**config.mk**
```make
export PLATFORM = sky130hd
export DESIGN_NAME = note_sequencer
export DESIGN_NICKNAME = d
export VERILOG_FILES = /design/src/rtl/note_pkg.sv /design/src/rtl/song_rom.sv /design/src/rtl/note_sequencer.sv
export SDC_FILE = /design/constraint.sdc
export NUM_CORES = 1
export LEC_CHECK = 0
export ABC_AREA = 1
export BUFFER_PORTS_ARGS = -buffer_cell sky130_fd_sc_hd__buf_2
export CORE_MARGIN = 8
export CORE_UTILIZATION = 50
export DETAILED_ROUTE_END_ITERATION = 10
export PLACE_DENSITY = 0.71
export SLEW_MARGIN = 20
export SYNTH_ARGS = -nofsm -noshare
export SYNTH_HDL_FRONTEND = slang
export SYNTH_SLANG_ARGS = --single-unit
```
**constraint.sdc**
```tcl
create_clock -name clk -period 2.3 [get_ports clk]
set_input_delay 0.115 -clock clk [delete_from_list [all_inputs] [get_ports clk]]
set_output_delay 0.115 -clock clk [all_outputs]
set_load 0.02 [all_outputs]
```
**src/rtl/note_pkg.sv**
```systemverilog
// Shared types and constants for the note sequencer: FSM states, ROM entry layout,
// pitch codes, note durations in ticks and the built-in song table.
package note_pkg;

   localparam int unsigned PITCH_W = 6;
   localparam int unsigned DUR_W   = 9;
   localparam int unsigned ENTRY_W = PITCH_W + DUR_W;

   typedef enum logic [2:0] {
      ST_IDLE,
      ST_FETCH,
      ST_LOAD,
      ST_PLAY,
      ST_DONE
   } state_e;

   typedef struct packed {
      logic [PITCH_W-1:0] pitch;
      logic [DUR_W-1:0]   dur;
   } rom_entry_t;

   // Pitch codes, two octaves of semitones; 0 is a rest.
   localparam logic [PITCH_W-1:0] REST = 6'd0;
   localparam logic [PITCH_W-1:0] C4   = 6'd1;
   localparam logic [PITCH_W-1:0] CS4  = 6'd2;
   localparam logic [PITCH_W-1:0] D4   = 6'd3;
   localparam logic [PITCH_W-1:0] DS4  = 6'd4;
   localparam logic [PITCH_W-1:0] E4   = 6'd5;
   localparam logic [PITCH_W-1:0] F4   = 6'd6;
   localparam logic [PITCH_W-1:0] FS4  = 6'd7;
   localparam logic [PITCH_W-1:0] G4   = 6'd8;
   localparam logic [PITCH_W-1:0] GS4  = 6'd9;
   localparam logic [PITCH_W-1:0] A4   = 6'd10;
   localparam logic [PITCH_W-1:0] AS4  = 6'd11;
   localparam logic [PITCH_W-1:0] B4   = 6'd12;
   localparam logic [PITCH_W-1:0] C5   = 6'd13;
   localparam logic [PITCH_W-1:0] CS5  = 6'd14;
   localparam logic [PITCH_W-1:0] D5   = 6'd15;
   localparam logic [PITCH_W-1:0] DS5  = 6'd16;
   localparam logic [PITCH_W-1:0] E5   = 6'd17;
   localparam logic [PITCH_W-1:0] F5   = 6'd18;
   localparam logic [PITCH_W-1:0] FS5  = 6'd19;
   localparam logic [PITCH_W-1:0] G5   = 6'd20;
   localparam logic [PITCH_W-1:0] GS5  = 6'd21;
   localparam logic [PITCH_W-1:0] A5   = 6'd22;
   localparam logic [PITCH_W-1:0] AS5  = 6'd23;
   localparam logic [PITCH_W-1:0] B5   = 6'd24;

   // Durations in ticks; 100 ticks make one quarter note.
   localparam logic [DUR_W-1:0] WHOLE     = 9'd400;
   localparam logic [DUR_W-1:0] HALF      = 9'd200;
   localparam logic [DUR_W-1:0] QUARTER   = 9'd100;
   localparam logic [DUR_W-1:0] EIGHTH    = 9'd50;
   localparam logic [DUR_W-1:0] SIXTEENTH = 9'd25;

   localparam rom_entry_t END_MARK = '0;

   // Song contents; any address past the listed notes reads as the end marker.
   function automatic rom_entry_t song_entry(input int unsigned addr);
      rom_entry_t e;
      e = END_MARK;
      case (addr)
         0:       e = '{pitch: C4,   dur: QUARTER};
         1:       e = '{pitch: REST, dur: EIGHTH};
         2:       e = '{pitch: E4,   dur: 9'd0};
         default: e = END_MARK;
      endcase
      return e;
   endfunction

endpackage

```
**src/rtl/song_rom.sv**
```systemverilog
// Synchronous-read song ROM: registered output, one-cycle latency, contents from note_pkg.
module song_rom
   import note_pkg::*;
#(
   parameter int unsigned SONG_LEN = 32,
   parameter int unsigned ADDR_W   = 5
) (
   input  logic               clk,
   input  logic               clr,
   input  logic               rd_en_i,
   input  logic [ADDR_W-1:0]  addr_i,
   output logic [ENTRY_W-1:0] data_o
);

   rom_entry_t data_q;

   always_ff @(posedge clk or posedge clr) begin
      if (clr) begin
         data_q <= END_MARK;
      end else if (rd_en_i) begin
         data_q <= (32'(addr_i) < SONG_LEN) ? song_entry(32'(addr_i)) : END_MARK;
      end
   end

   assign data_o = data_q;

endmodule

```
**src/rtl/note_sequencer.sv**
```systemverilog
// Note sequencer: walks song_rom, holding each pitch for its duration in upstream ticks.
// Optional articulation gap (NOTE_GAP_EN) mutes the last GAP_TICKS ticks of every note.
module note_sequencer
   import note_pkg::*;
#(
   parameter int unsigned SONG_LEN  = 32,
   parameter int unsigned ADDR_W    = 5,
   parameter int unsigned GAP_TICKS = 10
) (
   input  logic               clk,
   input  logic               clr,
   input  logic               tick,
   input  logic               start,
   input  logic               stop,
   input  logic               loop_en,
   output logic [PITCH_W-1:0] pitch,
   output logic               sounding,
   output logic               busy,
   output logic               done,
   output logic [ADDR_W-1:0]  note_idx
);

   if (SONG_LEN > (32'd1 << ADDR_W) || GAP_TICKS >= (32'd1 << DUR_W)) begin : g_bad_params
      $error("note_sequencer: SONG_LEN or GAP_TICKS out of range");
   end

   state_e             state_q, state_d;
   logic [ADDR_W-1:0]  idx_q, idx_d;
   logic [PITCH_W-1:0] pitch_q, pitch_d;
   logic [DUR_W-1:0]   rem_q, rem_d;
   logic               snd_d;
   logic               last_idx;
   logic [ENTRY_W-1:0] rom_data;
   rom_entry_t         rom_q;

   song_rom #(
      .SONG_LEN (SONG_LEN),
      .ADDR_W   (ADDR_W)
   ) u_song_rom (
      .clk     (clk),
      .clr     (clr),
      .rd_en_i (state_q == ST_FETCH),
      .addr_i  (idx_q),
      .data_o  (rom_data)
   );

   assign rom_q    = rom_data;
   assign last_idx = (idx_q == ADDR_W'(SONG_LEN - 1));

   always_comb begin
      state_d = state_q;
      idx_d   = idx_q;
      pitch_d = pitch_q;
      rem_d   = rem_q;
      unique case (state_q)
         ST_IDLE: begin
            if (start) state_d = ST_FETCH;
         end
         ST_FETCH: begin
            state_d = ST_LOAD;
         end
         ST_LOAD: begin
            pitch_d = rom_q.pitch;
            rem_d   = rom_q.dur;
            if (rom_q.dur != '0) begin
               state_d = ST_PLAY;
            end else if (loop_en) begin
               idx_d   = '0;
               state_d = ST_FETCH;
            end else begin
               state_d = ST_DONE;
            end
         end
         ST_PLAY: begin
            // The tick that consumes the last remaining unit ends the note.
            if (tick && rem_q != '0) begin
               rem_d = rem_q - DUR_W'(1);
               if (rem_q == DUR_W'(1)) begin
                  if (!last_idx) begin
                     idx_d   = idx_q + ADDR_W'(1);
                     state_d = ST_FETCH;
                  end else if (loop_en) begin
                     idx_d   = '0;
                     state_d = ST_FETCH;
                  end else begin
                     state_d = ST_DONE;
                  end
               end
            end
         end
         ST_DONE: begin
            state_d = ST_IDLE;
         end
         default: begin
            state_d = ST_IDLE;
         end
      endcase

      if (stop) state_d = ST_IDLE;

      if (state_d == ST_IDLE) begin
         idx_d   = '0;
         pitch_d = '0;
         rem_d   = '0;
      end else if (state_d == ST_DONE) begin
         pitch_d = '0;
      end
   end

`ifdef NOTE_GAP_EN
   localparam logic [DUR_W-1:0] GAP_LIM = DUR_W'(GAP_TICKS);

   always_comb begin
      snd_d = (state_d == ST_PLAY) && (pitch_d != '0);
      if (rem_d <= GAP_LIM) snd_d = 1'b0;
   end
`else
   always_comb begin
      snd_d = (state_d == ST_PLAY) && (pitch_d != '0);
   end
`endif

   // Status outputs are registered from next-state so they line up with state_q.
   always_ff @(posedge clk or posedge clr) begin
      if (clr) begin
         state_q  <= ST_IDLE;
         idx_q    <= '0;
         pitch_q  <= '0;
         rem_q    <= '0;
         sounding <= 1'b0;
         busy     <= 1'b0;
         done     <= 1'b0;
      end else begin
         state_q  <= state_d;
         idx_q    <= idx_d;
         pitch_q  <= pitch_d;
         rem_q    <= rem_d;
         sounding <= snd_d;
         busy     <= (state_d != ST_IDLE);
         done     <= (state_d == ST_DONE);
      end
   end

   assign pitch    = pitch_q;
   assign note_idx = idx_q;

endmodule

```
==> run metrics <==
outcome complete, no violations; CTS tree built; post-synthesis compound-gate area fraction 12.6%; First-pass DRT Iterations 5; Post-Synthesis Cell Area approximately 1800 µm²; Ant. Diodes 0; final cell utilization of the core roughly three fifths; post-layout minimum cycle time 2120 ps; DPL Wire Length around 2700 µm; fraction of registers with async set/reset 100%; post-synthesis sequential area ratio 42.8%; Routed Antenna Nets 0; WHS roughly 120 ps; sw power about 640 µW; dominant cells by area after synthesis dfrtp_1, nand2_1, inv_1; XOR/XNOR share of the synthesized area 0.966%; Synth top area share 42.8%; core area 3580 µm²; period utilization 92.1%; Total GRT Usage roughly 14%; crit end category register; die area 5810 µm²; max_slew headroom about 63%; TritonCTS Buffers 5; most common cell in the synthesized netlist nand2_1; largest net degree at the start of global routing 32; area delta synth->final 18.3%; biggest area consumer among synthesized cells dfrtp_1; most frequent cells after synthesis nand2_1, inv_1, dfrtp_1, nor2_1, nand3_1; syn_nets 247; Hold Violations, Final 0; Post-Syn Instances 233; Yosys reg bits 31; final cell count without fillers 318; I/O pins 20; layout cells sized above 1 23.7%; Root Driver clkbuf_4; Nets 283; average routed wire per standard cell 11.9 µm; htree depth 2; Max-cap violations 0; total routed wirelength 3790 µm; Sw Share between 30% and 40%; initial antenna violation count 0; Clock Sinks 31; CTS Buffer Depth 2; Tot Pwr 1.69 mW; first-pass GRT wire length approximately 6500 µm; Slew Viols, Final 0; EDFF count, synth 0; Worst Hold Class in -> reg; Vias/cell 5.02; Worst-path clk slew 100 ps; Seq pwr share ~39%; synth unique cells 30; DR iter-0 viols 74; Comb power frac between 30% and 40%; cell class contributing the biggest share of worst-path delay simple AND/OR/NAND/NOR gates; worst path bufs/invs 2; leakage power 1.12 nW; Clock power frac 21.8%; warnings from Yosys 0; largest family of logic cells by synthesized area simple AND/OR/NAND/NOR gates; PortBufs 19; row count 22; worst-skew pair later-pin latency roughly 340 ps; multiplexer area fraction after synthesis 0%; Worst Setup Start Kind register; RSZ-0062 raised after global routing false; Pint 1.05 mW; die width 76.2 µm; syn avg cell area 7.78 µm²; vias in the first global route 1,472; Critical Path AT 2340 ps; top_reg_cell synth dfrtp_1; Setup Skew 11.3 ps; PwrDens 789 nW/µm²; Die Y-Extent between 70 and 80 µm; Simple-Gate Fraction of Synth Area between 20 and 30%; GPL Wtd Cong 0.816; kind of critical path reg -> reg; vias roughly 1,600; Required @ worst endpoint 2520 ps; Placed Instances 298; DRC Markers 0; FMAX 472 MHz; crit-path cells ha_1, nand2_1, nor2_1, ha_1, inv_1, nor2_2, o21ai_1, nor2_1, nand2_1, nand2_2, nand2_4, nor2_8, buf_4, a21oi_1; Slowest-stage cell, CP dfrtp_1; Worst-Margin Slew between 500 and 600 ps; worst ir drop on vdd 0.000465 V; Worst path max stage delay around 400 ps; Post-Synth Adder-Cell Area 5.52%; global route overflow 0; Setup violations, final 0; starting density of the core 50.7%; worst-path fanout max 10
power groups by stage:
stage | clock (mW) | sequential, mW | combinational [mW]
3_5_place_dp | 0 | 0.667 | 0.550
6_report | 0.369 | 0.657 | 0.666
2_1_floorplan | 0 | 0.673 | 0.436
5_1_grt | 0.411 | 0.663 | 0.756
3_3_place_gp | 0 | 0.668 | 0.545
4_1_cts | 0.384 | 0.657 | 0.557
tightest hold or removal path, stage by stage:
cell     delay [ps]
buf_2           100
nor2_2           50
nand3_2          90
a21oi_1          70
final timing paths:
check	from	endpoint	slack (ps)	depth (start not counted)
setup / recovery	note_idx[1]	note_idx[1]	180	14
hold / removal	loop_en	done	120	4
setup reg to reg	note_idx[1]	note_idx[1]	180	14
hold reg to reg	pitch[1]	pitch[1]	540	2
max in group asynchronous	clr	rem_q[7]	1620	4
min in group asynchronous	clr	rem_q[8]	380	4
repair_timing:
| item | 4_1_cts | 5_1_grt |
|---|---|---|
| hold buffers | 2 | 0 |
| pin swaps | 0 | 1 |
| endpoints found under the setup margin | 1 | 16 |
| resized for setup | 1 | 1 |
| setup buffers | 0 | 10 |
| hold endpoints to repair | 33 | 0 |
area by class of cell:
cell class	instances	area, µm²
clock buffer	7	65.1
clock inverter	1	7.51
fill	346	1430
inverter	40	150
multi-input combinational	158	868
sequential	31	776
tap	48	60.1
timing repair buffer	33	218
cell families (layout without fill, tap and decap cells):
kind of cell / after synthesis / count (layout)
fa+ha+maj: 8 / 8
compound gates: 35 / 35
buf+inv: 44 / 81
flops: 31 / 31
xor+xnor: 2 / 2
simple gates: 113 / 113
state kept, by name, summed over array words and instances, names as in the netlist:
register           flops
rem_q                  9
pitch                  6
note_idx               5
u_song_rom.data_o      5
state_q                3
busy                   1
done                   1
sounding               1
routing by layer:
metal | routed length (µm) | part of all wire [%] | global-route usage [%] | vias up
li1 | - | - | - | 821
met1 | 1800 | 47 | 15.9 | 754
met2 | 1820 | 48 | 22.3 | 18
met3 | 154 | 4.1 | 5.07 | 4
met4 | 20 | 0.53 | 4.62 | 0
met5 | 0 | 0 | 0 | -
per-stage QoR:
step	setup WS, ps	cell area (µm²)	setup TNS (ps)
2_1_floorplan	183	1810	0
3_3_place_gp	58.8	1960	0
3_5_place_dp	-4.67	1960	-4.67
4_1_cts	22.0	2050	0
5_1_grt	0.496	2140	0
6_report	181	2140	0
placed cells by master (no fill, tap or decap), drive strengths merged, types with 2 or more instances in the layout:
| cell type | n |
|---|---|
| inv | 40 |
| xor2 | 2 |
| nand3 | 14 |
| a21oi | 15 |
| dfrtp | 31 |
| ha | 8 |
| nor3 | 4 |
| nor2 | 24 |
| nand4 | 7 |
| buf | 31 |
| dlygate4sd3 | 2 |
| nand2 | 62 |
| o21ai | 14 |
| a21boi | 2 |
| clkbuf | 7 |
| o211ai | 2 |
Power figures use the tool's default switching activity.
